$ cat src/rtl/ctrl_pipe_unit.sv
// rtl/ctrl_pipe_unit.sv - RV32I decode/control stage with ID/EX register, load-use stall, flush
// Optional macro CTRL_MULDIV_EN: RV32M decode plus a MULDIV_LAT-cycle issue stall.
module ctrl_pipe_unit #(
  parameter int XLEN       = 32,
  parameter int MULDIV_LAT = 4
) (
  input  logic            clk,
  input  logic            rst_n,
  input  logic            in_valid,
  output logic            in_ready,
  input  logic [31:0]     in_instr,
  input  logic [XLEN-1:0] in_pc,
  input  logic            flush,
  output logic            out_valid,
  input  logic            out_ready,
  output logic [XLEN-1:0] out_pc,
  output logic [31:0]     out_instr,
  output logic [4:0]      out_rd,
  output logic [1:0]      out_rs1Sel,
  output logic [1:0]      out_rs2Sel,
  output logic [1:0]      out_wbSel,
  output logic            out_brOrJmp,
  output logic            out_useJalr,
  output logic            out_isBranch,
  output logic [2:0]      out_func3,
  output logic            out_func1,
  output logic            out_regWrite,
  output logic            out_memRead,
  output logic            out_memWrite,
  output logic [2:0]      out_funcMem,
  output logic            out_illegal,
  output logic            out_muldiv,
  output logic            hazard_stall
);

  localparam logic [6:0] OPC_LUI    = 7'b0110111;
  localparam logic [6:0] OPC_AUIPC  = 7'b0010111;
  localparam logic [6:0] OPC_JAL    = 7'b1101111;
  localparam logic [6:0] OPC_JALR   = 7'b1100111;
  localparam logic [6:0] OPC_BRANCH = 7'b1100011;
  localparam logic [6:0] OPC_LOAD   = 7'b0000011;
  localparam logic [6:0] OPC_STORE  = 7'b0100011;
  localparam logic [6:0] OPC_OPIMM  = 7'b0010011;
  localparam logic [6:0] OPC_OP     = 7'b0110011;

  typedef struct packed {
    logic [XLEN-1:0] pc;
    logic [31:0]     instr;
    logic [4:0]      rd;
    logic [1:0]      rs1sel;
    logic [1:0]      rs2sel;
    logic [1:0]      wbsel;
    logic            brorjmp;
    logic            usejalr;
    logic            isbranch;
    logic [2:0]      func3;
    logic            func1;
    logic            regwrite;
    logic            memread;
    logic            memwrite;
    logic [2:0]      funcmem;
    logic            illegal;
    logic            muldiv;
  } ctrl_t;

  ctrl_t d, q;
  logic  uses_rs1, uses_rs2;
  logic  hazard, busy, accept;
  logic  [2:0] f3;

  assign f3 = in_instr[14:12];

  always_comb begin
    d          = '0;
    uses_rs1   = 1'b0;
    uses_rs2   = 1'b0;
    d.pc       = in_pc;
    d.instr    = in_instr;
    case (in_instr[6:0])
      OPC_LUI:   begin d.wbsel = 2'b11; d.regwrite = 1'b1; end
      OPC_AUIPC: begin d.wbsel = 2'b01; d.regwrite = 1'b1; end
      OPC_JAL:   begin d.regwrite = 1'b1; d.brorjmp = 1'b1; end
      OPC_JALR: begin
        d.rs1sel = 2'b01; d.rs2sel = 2'b10; d.regwrite = 1'b1; d.usejalr = 1'b1;
        uses_rs1 = 1'b1;
      end
      OPC_BRANCH: begin
        d.isbranch = 1'b1; d.func3 = f3;
        uses_rs1 = 1'b1; uses_rs2 = 1'b1;
      end
      OPC_STORE: begin
        d.rs1sel = 2'b01; d.rs2sel = 2'b01; d.memwrite = 1'b1; d.funcmem = f3;
        uses_rs1 = 1'b1; uses_rs2 = 1'b1;
      end
      OPC_LOAD: begin
        d.rs1sel = 2'b01; d.rs2sel = 2'b10; d.wbsel = 2'b10; d.regwrite = 1'b1;
        d.memread = 1'b1; d.funcmem = f3;
        uses_rs1 = 1'b1;
      end
      OPC_OP: begin
        d.rs1sel = 2'b01; d.rs2sel = 2'b11; d.wbsel = 2'b01; d.regwrite = 1'b1;
        d.func3 = f3; d.func1 = in_instr[30];
        uses_rs1 = 1'b1; uses_rs2 = 1'b1;
`ifdef CTRL_MULDIV_EN
        if (in_instr[31:25] == 7'b0000001) begin
          d.muldiv = 1'b1;
          d.func1  = 1'b0;
        end
`endif
      end
      OPC_OPIMM: begin
        // only the shift-right immediates carry a real funct7 bit
        d.rs1sel = 2'b01; d.rs2sel = 2'b10; d.wbsel = 2'b01; d.regwrite = 1'b1;
        d.func3 = f3; d.func1 = (f3 == 3'b101) ? in_instr[30] : 1'b0;
        uses_rs1 = 1'b1;
      end
      default: d.illegal = 1'b1;
    endcase
    d.rd = d.regwrite ? in_instr[11:7] : 5'd0;
  end

  assign hazard = out_valid && q.memread && (q.rd != 5'd0) && in_valid &&
                  ((uses_rs1 && in_instr[19:15] == q.rd) ||
                   (uses_rs2 && in_instr[24:20] == q.rd));
  assign hazard_stall = hazard;
  assign in_ready     = flush || ((!out_valid || out_ready) && !hazard && !busy);
  assign accept       = in_valid && in_ready && !flush;

`ifdef CTRL_MULDIV_EN
  logic [3:0] md_cnt;
  assign busy = (md_cnt != 4'd0);

  always_ff @(posedge clk or negedge rst_n) begin
    if (!rst_n) begin
      md_cnt <= 4'd0;
    end else if (flush) begin
      md_cnt <= 4'd0;
    end else if (out_valid && out_ready && q.muldiv) begin
      md_cnt <= 4'(MULDIV_LAT);
    end else if (md_cnt != 4'd0) begin
      md_cnt <= md_cnt - 4'd1;
    end
  end
`else
  logic [9:0] unused_bits;
  assign unused_bits = {4'(MULDIV_LAT), in_instr[31], in_instr[29:25]};
  assign busy        = 1'b0;
`endif

  // a non-accepting cycle with a free output slot loads an all-zero bubble
  always_ff @(posedge clk or negedge rst_n) begin
    if (!rst_n) begin
      out_valid <= 1'b0;
      q         <= '0;
    end else if (flush) begin
      out_valid <= 1'b0;
      q         <= '0;
    end else if (accept) begin
      out_valid <= 1'b1;
      q         <= d;
    end else if (!out_valid || out_ready) begin
      out_valid <= 1'b0;
      q         <= '0;
    end
  end

  assign out_pc       = q.pc;
  assign out_instr    = q.instr;
  assign out_rd       = q.rd;
  assign out_rs1Sel   = q.rs1sel;
  assign out_rs2Sel   = q.rs2sel;
  assign out_wbSel    = q.wbsel;
  assign out_brOrJmp  = q.brorjmp;
  assign out_useJalr  = q.usejalr;
  assign out_isBranch = q.isbranch;
  assign out_func3    = q.func3;
  assign out_func1    = q.func1;
  assign out_regWrite = q.regwrite;
  assign out_memRead  = q.memread;
  assign out_memWrite = q.memwrite;
  assign out_funcMem  = q.funcmem;
  assign out_illegal  = q.illegal;
  assign out_muldiv   = q.muldiv;

endmodule
$ cat config.mk
export PLATFORM = sky130hd
export DESIGN_NAME = ctrl_pipe_unit
export DESIGN_NICKNAME = d
export VERILOG_FILES = /design/src/rtl/ctrl_pipe_unit.sv
export SDC_FILE = /design/constraint.sdc
export NUM_CORES = 1
export LEC_CHECK = 0
export BUFFER_PORTS_ARGS = -buffer_cell sky130_fd_sc_hd__buf_2
export CAP_MARGIN = 10
export CORE_MARGIN = 8
export CORE_UTILIZATION = 52
export CTS_BUF_LIST = sky130_fd_sc_hd__clkbuf_4 sky130_fd_sc_hd__clkbuf_8
export DETAILED_ROUTE_END_ITERATION = 10
export PLACE_DENSITY = 0.95
export SYNTH_ARGS = -nofsm -noshare
export SYNTH_HDL_FRONTEND = slang
export SYNTH_SLANG_ARGS = --single-unit
$ cat constraint.sdc
create_clock -name clk -period 5.28 [get_ports clk]
set_clock_uncertainty 0.15 [all_clocks]
set_input_delay 1.32 -clock clk [delete_from_list [all_inputs] [get_ports clk]]
set_output_delay 1.32 -clock clk [all_outputs]
set_load 0.03 [all_outputs]
# Yosys cells after proc, flatten, opt, wreduce, memory -nomap -nowiden
# Cells that the tools add are included.
totals:
  regBits: 91
  latchBits: 0
  ramBits: 0
  rom_bits: 0
  in_bits: 69
  output_inout_bits: 93
  wordCells: 77
  n_memories: 0
classes:
  addsub: 0
  mul: 0
  n_div: 0
  order_cmp: 0
  eq_ne: 12
  shift: 0
  mux: 22
  n_bitwise: 0
  n_reduce_logical: 25
ops:
  columns: ["operator", "n"]
  rows:
  - ["two-way mux 90 bit", 3]
  - ["equality test 7 x 6 -> 1 bit (second input constant)", 3]
  - ["equality test 7 bit (second input constant)", 3]
  - ["equality test 7 x 5 -> 1 bit (second input constant)", 2]
  - ["two-way mux 1 bit", 13]
  - ["OR reduction 3 bit", 4]
  - ["equality test 5 bit", 2]
  - ["logical AND 1 bit", 9]
  - ["case mux 3 bit (3 select lines)", 1]
  - ["OR reduction 9 bit", 1]
  - ["equality test 7 x 2 -> 1 bit (second input constant)", 1]
  - ["OR reduction 7 bit", 1]
  - ["two-way mux 3 bit", 2]
  - ["case mux 2 bit (3 select lines)", 1]
  - ["OR reduction 6 bit", 1]
  - ["two-way mux 5 bit", 1]
  - ["nonzero test 5 bit", 1]
  - ["equality test 3 bit (second input constant)", 1]
  - ["zero test 1 bit", 3]
  - ["logical OR 1 bit", 3]
  - ["nonzero test 3 bit", 1]
  - ["case mux 1 bit (2 select lines)", 1]
  - ["OR reduction 2 bit", 1]

# Depth between registers and ports, before layout
# Gate-level depths: netlist of the first run.
logic_depth:
  depth_word: 13
  ltp_mapped: 8
  mapped_depth_nobuf: 5

# Worst setup path after synthesis of the first run
# Ideal clock, no wire load.
synth_timing:
  kind: "input -> output"
  startpoint: "input in_instr[4]"
  endpoint: "output in_ready"
  arrival_time_ps: 2695
  t_required_ps: 3810
  setup_slack_ps: 1115
  cell_stages: 7
  n_path_buf: 2
  path_cell_list: "buf_2 > nand2_1 > nand4_1 > a2bb2oi_1 > nor2_1 > buf_2 > a21oi_1"
synth_between:
  elab_chain_cells: 9
  word_cells_on_any_way: 17
  cone_classes: "eq/ne: 6; mux: 2; reduce/logical: 9"
synth_rtl:
  columns: ["element", "line", "rtl"]
  rows:
  - ["start: declaration", "11", "input logic [31:0] in_instr,"]
  - ["equality test 7 x 5 -> 1 bit (tied with other cells)", "79", "case (in_instr[6:0])"]
  - ["OR reduction 6 bit (no source line) or OR reduction 3 bit (tied branches)", null, null]
  - ["two-way mux 1 bit", "79", null]
  - ["logical AND 1 bit (on tied branches)", "123, 124", null]
  - ["logical OR 1 bit *", "123", "((uses_rs1 && in_instr[19:15] == q.rd) ||"]
  - ["logical AND 1 bit *", "122", "assign hazard = out_valid && q.memread && (q.rd != 5'd0) && in_valid &&"]
  - ["net hazard_stall", "33", "output logic hazard_stall"]
  - ["zero test 1 bit *", "126", "assign in_ready = flush || ((!out_valid || out_ready) && !hazard && !busy);"]
  - ["logical AND 1 bit *", "126", null]
  - ["logical OR 1 bit *", "126", null]
  - ["end: declaration", "10", "output logic in_ready,"]
# Mark *: on every way through the listed nets, which the timed path passes. The rest lies on a longest branch.

# Final worst setup path of the first run
layout_timing:
  startpoint: "input in_instr[5]"
  endpoint: "output in_ready"
layout_between:
  elab_chain_cells: 9
  word_cells_on_any_way: 17
  cone_classes: "eq/ne: 6; mux: 2; reduce/logical: 9"
layout_rtl:
  columns: ["element", "line"]
  rows:
  - ["equality test 7 x 5 -> 1 bit (tied with other cells)", "79"]
  - ["OR reduction 6 bit (no source line) or OR reduction 3 bit (tied branches)", null]
  - ["two-way mux 1 bit", "79"]
  - ["logical AND 1 bit (on tied branches)", "123, 124"]
  - ["logical OR 1 bit *", "123"]
  - ["logical AND 1 bit *", "122"]
  - ["zero test 1 bit *", "126"]
  - ["logical AND 1 bit *", "126"]
  - ["logical OR 1 bit *", "126"]
# Mark *: on every way between the ends. The rest lies on a longest branch, timed or not.

==> results of run 1 <==
-- worst max-delay path: cells and delay by family --
kind | cells | cell delay, ns
simple gates | 3 | 0.70
buf+inv | 2 | 0.38
compound gates | 2 | 0.45
-- per-layer routing --
layer | wire length (um) | vias to the layer above
met5 | 13 | -
met4 | 126 | 2
met3 | 939 | 16
met2 | 4990 | 130
met1 | 4230 | 1490
li1 | - | 1406
-- per-stage QoR --
stage	hold WS (ns)	total power, mW	worst slack [ns]	instance area (um^2)	utilization [%]
floorplan	0.509	0.840	1.11	3630	-
global placement	0.309	0.910	1.00	4390	64.9
detailed placement	0.316	0.916	0.965	4390	64.9
CTS	0.335	1.43	0.939	4610	68.2
global route	0.359	1.48	0.766	4610	68.2
finish	0.331	1.42	0.942	4610	68.2
-- how the worst min path moves through the flow --
stage	from	endpoint	slack (ns)	depth (start not counted)
5_1_grt	out_instr[12]	out_instr[12]	0.36	2
6_report	out_instr[12]	out_instr[12]	0.33	2
2_1_floorplan	out_func3[0]	out_func3[0]	0.51	2
3_5_place_dp	out_instr[12]	out_instr[12]	0.32	2
4_1_cts	out_instr[12]	out_instr[12]	0.34	2
3_3_place_gp	out_brOrJmp	out_brOrJmp	0.31	2
-- kinds of logic (layout without fill, tap and decap cells) --
family,count (synthesis),in the layout,synth area share (%)
xor+xnor,10,10,2.42
compound gates,100,100,20.7
flops,89,89,61.4
simple gates,82,82,10.6
buf+inv,28,179,4.76
other cells,1,2,0.103
-- flip-flops by register name, summed over array words and instances (netlist names) --
signal and count:
out_instr 32, out_wbSel 2, out_pc 32, out_useJalr 1, out_rd 5, out_regWrite 1
out_func3 3, out_brOrJmp 1, out_funcMem 3, out_isBranch 1, out_rs2Sel 2, out_illegal 1
out_func1 1, out_memRead 1, out_rs1Sel 1, out_memWrite 1, out_valid 1
-- final cells by class --
cell class	count	area, um^2	area share, %
multi-input combinational	194	1240	26.8
tap	80	100	2.17
inverter	2	7.51	0.163
clock inverter	7	100	2.17
clock buffer	9	124	2.69
timing repair buffer	161	813	17.6
sequential	89	2230	48.3
-- where the power goes --
group / leakage, nW / switching, mW / internal (mW)
Clock: 0.102 / 0.249 / 0.270
Combinational: 1.19 / 0.125 / 0.0583
Sequential: 1.21 / 0.0134 / 0.705
-- placed cells by master, fill, tap and decap left out, types with 2 or more instances in the layout --
cell	n
xor2_1	5
clkbuf_8	9
nand2b_1	2
nand4_1	4
inv_1	2
a21oi_1	3
nand3_1	12
xnor2_1	5
nand2_1	42
clkinvlp_4	3
conb_1	2
bufinv_16	2
a22o_1	60
nor3_1	3
o21ai_0	29
dfrtp_1	89
nor2_1	9
buf_2	158
buf_4	3
inv_6	2
==> impl_metrics.py, run 1 <==
metrics = {
    "placed_design": {
        "io_buffer_count": 159,
        "place.gp.congestion": 0.834,
        "placedCellCount": 526,
        "dpl.hpwl_um": 7360,
    },
    "global_routing": {
        "grt_pass1_wl_um": 16400,
        "grt_antenna_before_repair": 1,
        "use_met3_pct": 7.26,
        "grt_pass1_vias": 3160,
        "grt_usage_pct": 20.6,
        "grt.busiest_layer": "met2",
        "grtUsageMet2_pct": 33.2,
        "grt_remaining_overflow": 0,
        "grt_max_degree": 90,
        "grt_use_met1_pct": 25.4,
    },
    "min_path": {
        "min_path_type": "flop to flop",
    },
    "layout": {
        "layout-drive-gt1-share_pct": 39.6,
        "area_growth_pct": 27.2,
        "final_cells": 542,
        "num-nets-final": 526,
        "antenna_cells": 0,
        "fill_cells": 512,
    },
    "die": {
        "die-area_um2": 9900,
        "core_um2": 6760,
        "floorplan.initialDensity_pct": 53.6,
        "fp.dieW_um": 99.5,
        "core.rowCount": 30,
        "die_height_um": 99.5,
        "io_pins": 162,
    },
    "logic_synthesis": {
        "ys_seq_elements": 89,
        "synth-edff-count": 0,
        "yosysWarnings": 0,
        "netlist_area_um2": 3620,
        "synth.cells.most_frequent": "89 x dfrtp_1, 60 x a22o_1, 42 x nand2_1",
        "syn_inst": 310,
        "synthFlopType": "dfrtp_1",
        "yosysMostFrequentCell": "dfrtp_1",
        "ys_seq_area_share_pct": 61.4,
        "synthTopCellsByArea": "dfrtp_1 61%, a22o_1 14%, nand2_1 4.3%",
        "synth_top_area_cell": "dfrtp_1",
        "ys_async_sr_fraction_pct": 100,
        "synth_top_area_share_pct": 61.4,
        "yosysUniqueCellTypes": 35,
        "syn_area_per_cell_um2": 11.7,
    },
    "worst_setup_path": {
        "r2r_slack_ns": 2.43,
        "cp_slowest_stage_delay_ns": 0.38,
        "crit_top_cell": "buf_2",
        "endpoint_kind": "output port",
        "cp.arrival_ns": 2.87,
        "crit_end": "in_ready",
        "r2r-end": "out_wbSel[0]",
        "crit_fanout": 9,
        "crit_chain": "buf_2 -> nor2b_4 -> nand2_1 -> a211o_1 -> nor2_1 -> a21oi_1 -> buf_2",
        "worstRegToRegCells": 4,
        "critPathSlowestCell": "nor2_1",
        "start_kind": "input port",
        "path_class": "input port to output port",
        "worst_ep_required_time_ns": 3.81,
        "worstReg2RegStart": "out_valid",
        "critPathLaunch": "in_instr[5]",
    },
    "drt": {
        "vias": 3044,
        "drt_wl_total_um": 10300,
        "detail-route-antenna-nets": 0,
        "avgViaCountPerCell": 5.62,
        "drt_iter0_markers": 247,
        "dr.pass1.iters": 4,
        "drc": 0,
        "post_drt_wl_per_cell_um": 19.0,
    },
    "sta": {
        "final_hold_viol_count": 0,
        "setup_viol": 0,
        "maxSlewViolCount": 0,
        "layout_min_cycle_time_ns": 4.34,
        "fmax_mhz": 231,
        "setup-tns-final_ns": 0,
        "finalCritPeriodShare_pct": 82.2,
        "timing.max_slew.rel_slack_pct": 22.8,
        "tightest_slew_ns": 1.16,
        "rsz0062_at_grt": "false",
    },
    "clock_tree": {
        "cts_setup_buffers": 0,
        "worstSkewPairLatency_ns": 0.34,
        "cts_tree": "done",
        "clkSinkCount": 89,
        "ctsResizeCount": 0,
        "holdBufCountCts": 0,
        "cts_root_buf": "clkbuf_8",
        "cts.clk_slew.worst_paths_ns": 0.08,
        "cts-buffers-inserted": 9,
        "htreeDepth": 3,
        "cts_max_path_buffers": 2,
    },
    "flow_run": {
        "max_cap_violations": 0,
    },
    "status": {
        "status": "finished clean",
    },
    "power": {
        "power.leakage_nw": 2.50,
        "ir_worst_vdd_mv": 0.146,
        "power_density_nw_per_um2": 308,
    },
}
Power figures use the tool's default switching activity.
==> inputs of run 2 (changes only) <==
--- a/config.mk
+++ b/config.mk
@@ -8,10 +8,10 @@
 export BUFFER_PORTS_ARGS = -buffer_cell sky130_fd_sc_hd__buf_2
 export CAP_MARGIN = 10
 export CORE_MARGIN = 8
-export CORE_UTILIZATION = 52
+export CORE_UTILIZATION = 44
 export CTS_BUF_LIST = sky130_fd_sc_hd__clkbuf_4 sky130_fd_sc_hd__clkbuf_8
 export DETAILED_ROUTE_END_ITERATION = 10
-export PLACE_DENSITY = 0.95
+export PLACE_DENSITY = 0.88
 export SYNTH_ARGS = -nofsm -noshare
 export SYNTH_HDL_FRONTEND = slang
 export SYNTH_SLANG_ARGS = --single-unit
==> constraint.sdc (replaced) <==
create_clock -name clk -period 3.83 [get_ports clk]
set_clock_uncertainty 0.15 [all_clocks]
set_input_delay 0.9575 -clock clk [delete_from_list [all_inputs] [get_ports clk]]
set_output_delay 0.9575 -clock clk [all_outputs]
set_load 0.03 [all_outputs]
==> run 2 against run 1 <==
  * Global-route usage down 2.9 points
  * Core utilization down 11 points
  * Setup slack worse by 0.74 ns
  * Critical path depth unchanged
  * Power up 37%
  * Wire length down 0.90%
  * Register-to-register slack worse by 1.3 ns
  * Cell area up 0.71%
  * Critical endpoint unchanged
==> impl_metrics.py, run 2 (synthesized netlist as in run 1, its figures left out) <==
metrics = {
    "status": {
        "status": "finished clean",
    },
    "layout": {
        "postLayoutCellArea_um2": 4640,
        "antenna_cells": 0,
        "layout-drive-gt1-share_pct": 39.7,
        "final_core_util_pct": 57.4,
        "final_common_cell": "buf_2",
        "num-nets-final": 527,
        "area_growth_pct": 28.1,
        "final_cells": 568,
        "mostFrequentLayoutCells": "158 x buf_2, 89 x dfrtp_1, 60 x a22o_1, 42 x nand2_1, 29 x o21ai_0",
    },
    "die": {
        "die-area_um2": 11400,
        "core.rowCount": 33,
        "die_height_um": 107,
        "core_um2": 8090,
        "fp.dieW_um": 107,
        "floorplan.initialDensity_pct": 44.8,
        "io_pins": 162,
    },
    "placed_design": {
        "place_ws_ns": 0.223,
        "place.gp.congestion": 0.820,
        "dpl.hpwl_um": 7380,
        "io_buffer_count": 159,
        "placedCellCount": 552,
        "placed_area_um2": 4420,
    },
    "sta": {
        "holdWs_ns": 0.330,
        "tightest_slew_ns": 1.24,
        "timing.max_slew.rel_slack_pct": 17.5,
        "finalCritPeriodShare_pct": 94.7,
        "setup-tns-final_ns": 0,
        "layout_min_cycle_time_ns": 3.63,
        "setup_viol": 0,
        "worst_slack_ns": 0.203,
        "maxSlewViolCount": 0,
        "fmax_mhz": 276,
        "rsz0062_at_grt": "false",
        "final_hold_viol_count": 0,
    },
    "global_routing": {
        "grt_pass1_vias": 3028,
        "grt_max_degree": 90,
        "grt_antenna_before_repair": 0,
        "grt_usage_pct": 17.6,
        "grt_pass1_wl_um": 16000,
        "grt_remaining_overflow": 0,
    },
    "worst_setup_path": {
        "start_kind": "input port",
        "path_class": "input port to output port",
        "worstRegToRegCells": 5,
        "worstReg2RegStart": "out_rd[2]",
        "crit_fanout": 9,
        "worst_ep_required_time_ns": 2.72,
        "cp.arrival_ns": 2.52,
        "critPathLaunch": "in_instr[5]",
        "endpoint_kind": "output port",
    },
    "min_path": {
        "min_path_type": "flop to flop",
        "hold_path_depth": 2,
        "hp-start": "out_instr[10]",
    },
    "drt": {
        "post_drt_wl_per_cell_um": 18.0,
        "vias": 3037,
        "drt_wl_total_um": 10200,
        "dr.pass1.iters": 4,
        "avgViaCountPerCell": 5.35,
        "drt_iter0_markers": 258,
        "detail-route-antenna-nets": 0,
        "drc": 0,
    },
    "clock_tree": {
        "worstSkewPairLatency_ns": 0.35,
        "cts.clk_slew.worst_paths_ns": 0.08,
        "ctsResizeCount": 0,
        "cts_root_buf": "clkbuf_8",
        "cts-buffers-inserted": 9,
        "holdBufCountCts": 0,
        "cts_tree": "done",
        "clkSinkCount": 89,
        "cts_setup_buffers": 0,
        "htreeDepth": 3,
        "cts_max_path_buffers": 2,
    },
    "power": {
        "power_mw": 1.95,
        "power.leakage_nw": 2.51,
        "power_density_nw_per_um2": 419,
        "ir_worst_vdd_mv": 0.191,
    },
    "flow_run": {
        "max_cap_violations": 0,
    },
}
==> run 2: routing by layer <==
metal,GRT usage [%],routed length [um],vias to the layer above
met5,0,0,-
met4,6.23,120,0
met3,5.46,819,10
met2,29.3,5160,111
met1,21.2,4100,1503
li1,-,-,1413
==> run 2: area by class of cell <==
cell class | count | area (um^2)
fillers | 716 | 3450
flip-flops and latches | 89 | 2230
multi-input cells | 194 | 1240
repair buffers | 162 | 821
well taps | 105 | 131
clock buffers | 9 | 124
clock inverters | 7 | 93.8
inverters | 2 | 7.51
==> run 2: worst max-delay path, cell delays in order <==
cell and delay, ns:
buf_2 0.22, nor2b_4 0.25, nand2_1 0.09, a211o_1 0.32
nor2_1 0.34, a21oi_1 0.13, buf_2 0.19
==> run 2: worst paths after layout <==
kind | to | slack (ns)
worst max-delay path | in_ready | 0.20
worst min-delay path | out_instr[10] | 0.33
worst max register to register | out_wbSel[0] | 1.09
worst min register to register | out_instr[10] | 0.33
max in group asynchronous | out_instr[6] | 2.17
min in group asynchronous | out_instr[19] | 0.63
==> run 2: report_power, final <==
group	internal (mW)	switching, mW
Clock	0.367	0.334
Combinational	0.0811	0.173
Sequential	0.972	0.0186
==> inputs of run 3 (changes only) <==
--- a/config.mk
+++ b/config.mk
@@ -8,10 +8,10 @@
 export BUFFER_PORTS_ARGS = -buffer_cell sky130_fd_sc_hd__buf_2
 export CAP_MARGIN = 10
 export CORE_MARGIN = 8
-export CORE_UTILIZATION = 44
+export CORE_UTILIZATION = 52
 export CTS_BUF_LIST = sky130_fd_sc_hd__clkbuf_4 sky130_fd_sc_hd__clkbuf_8
 export DETAILED_ROUTE_END_ITERATION = 10
-export PLACE_DENSITY = 0.88
+export PLACE_DENSITY = 0.95
 export SYNTH_ARGS = -nofsm -noshare
 export SYNTH_HDL_FRONTEND = slang
 export SYNTH_SLANG_ARGS = --single-unit
==> constraint.sdc (replaced) <==
create_clock -name clk -period 4.7 [get_ports clk]
set_clock_uncertainty 0.15 [all_clocks]
set_input_delay 1.175 -clock clk [delete_from_list [all_inputs] [get_ports clk]]
set_output_delay 1.175 -clock clk [all_outputs]
set_load 0.03 [all_outputs]
==> run 3 against run 2 <==
  * Cell area fell by 1.0%
  * Via count decreased by 0.26%
  * Wire length is 0.71% lower
  * Cell count down 4.4%
  * Non-clock buffer count stayed put
  * Core utilization up 11 points
  * Global-route usage is 2.7 points higher
  * Sequential power fell by 19%
  * Register-to-register slack improved by 0.86 ns
  * First-iteration DRC count decreased by 25%
  * Die area is 13% lower
  * Sequential cell count stayed put
  * Critical endpoint unchanged
==> impl_metrics.py, run 3 (synthesized netlist as in run 1, its figures left out) <==
metrics = {
    "sta": {
        "maxSlewViolCount": 0,
        "final_hold_viol_count": 0,
        "holdWs_ns": 0.339,
        "rsz0062_at_grt": "false",
        "timing.max_slew.rel_slack_pct": 20.6,
        "worst_slack_ns": 0.630,
        "setup_viol": 0,
        "fmax_mhz": 246,
        "finalCritPeriodShare_pct": 86.6,
        "setup-tns-final_ns": 0,
        "layout_min_cycle_time_ns": 4.07,
        "tightest_slew_ns": 1.19,
    },
    "clock_tree": {
        "cts_setup_buffers": 0,
        "holdBufCountCts": 0,
        "cts.clk_slew.worst_paths_ns": 0.08,
        "cts_max_path_buffers": 2,
        "cts-buffers-inserted": 9,
        "worstSkewPairLatency_ns": 0.33,
        "htreeDepth": 3,
        "cts_tree": "done",
        "clkSinkCount": 89,
        "cts_root_buf": "clkbuf_8",
        "ctsResizeCount": 0,
    },
    "placed_design": {
        "io_buffer_count": 159,
        "place.gp.congestion": 0.824,
        "place_ws_ns": 0.625,
        "dpl.hpwl_um": 7340,
        "placedCellCount": 527,
        "placed_area_um2": 4390,
    },
    "die": {
        "floorplan.initialDensity_pct": 53.6,
        "fp.dieW_um": 99.5,
        "io_pins": 162,
        "core_um2": 6760,
        "die_height_um": 99.5,
        "core.rowCount": 30,
        "die-area_um2": 9900,
    },
    "min_path": {
        "min_to": "out_instr[12]",
        "hold_path_depth": 2,
        "min_path_type": "flop to flop",
        "hp-start": "out_instr[12]",
    },
    "worst_setup_path": {
        "worstReg2RegStart": "out_rd[1]",
        "path_class": "input port to output port",
        "start_kind": "input port",
        "cp.arrival_ns": 2.75,
        "crit_fanout": 9,
        "r2r-end": "out_wbSel[0]",
        "worstRegToRegCells": 5,
        "worst_ep_required_time_ns": 3.38,
        "endpoint_kind": "output port",
        "r2r_slack_ns": 1.95,
    },
    "drt": {
        "avgViaCountPerCell": 5.58,
        "detail-route-antenna-nets": 0,
        "drt_iter0_markers": 194,
        "drc": 0,
        "dr.pass1.iters": 4,
        "drt_wl_total_um": 10100,
        "vias": 3029,
        "post_drt_wl_per_cell_um": 18.7,
    },
    "layout": {
        "antenna_cells": 0,
        "final_core_util_pct": 68.0,
        "mostFrequentLayoutCells": "158 x buf_2, 89 x dfrtp_1, 60 x a22o_1, 42 x nand2_1, 29 x o21ai_0",
        "final_cells": 543,
        "num-nets-final": 527,
        "postLayoutCellArea_um2": 4590,
        "area_growth_pct": 26.8,
        "final_common_cell": "buf_2",
        "layout-drive-gt1-share_pct": 39.7,
    },
    "power": {
        "ir_worst_vdd_mv": 0.177,
        "power.leakage_nw": 2.50,
        "power_mw": 1.53,
        "power_density_nw_per_um2": 334,
    },
    "global_routing": {
        "grt_pass1_wl_um": 16200,
        "grt_antenna_before_repair": 0,
        "grt_max_degree": 90,
        "grt_usage_pct": 20.3,
        "grt_remaining_overflow": 0,
        "grt_pass1_vias": 3130,
    },
    "flow_run": {
        "max_cap_violations": 0,
    },
    "status": {
        "status": "finished clean",
    },
}
==> run 3: report_power, final <==
group          switching [mW]  internal [mW]
Combinational           0.141         0.0661
Clock                   0.271          0.249
Sequential             0.0146          0.792
Total                   0.426           1.11
==> run 3: layer usage <==
| metal | vias to the layer above | part of all wire, % | global-route usage, % | wire, um |
|---|---|---|---|---|
| met3 | 10 | 9.2 | 6.70 | 931 |
| met5 | - | 0 | 0 | 0 |
| li1 | 1415 | - | - | - |
| met1 | 1478 | 41 | 25.7 | 4140 |
| met2 | 126 | 49 | 32.2 | 4930 |
| met4 | 0 | 1.3 | 6.52 | 127 |
==> run 3: worst max path at each step <==
stage	slack, ns	startpoint	depth (start not counted)	end
after CTS	0.62	in_instr[5]	7	in_ready
after global placement	0.73	in_instr[3]	7	in_ready
after detailed placement	0.63	in_instr[5]	7	in_ready
final	0.63	in_instr[5]	7	in_ready
after floorplan	0.82	in_instr[4]	7	in_ready
after global routing	0.47	in_instr[3]	7	in_ready
==> run 3: worst max-delay path, cell delays in order <==
cell     delay [ns]
buf_2          0.19
nor2b_4        0.23
nand2_1        0.09
a211o_1        0.34
nor2_1         0.39
a21oi_1        0.13
buf_2          0.19
==> run 3: final cells by class <==
cell class,count,area (um^2)
clock buffer,9,124
clock inverter,7,77.6
fill,529,2160
inverter,2,7.51
multi-input combinational,194,1240
sequential,89,2230
tap,80,100
timing repair buffer,162,821
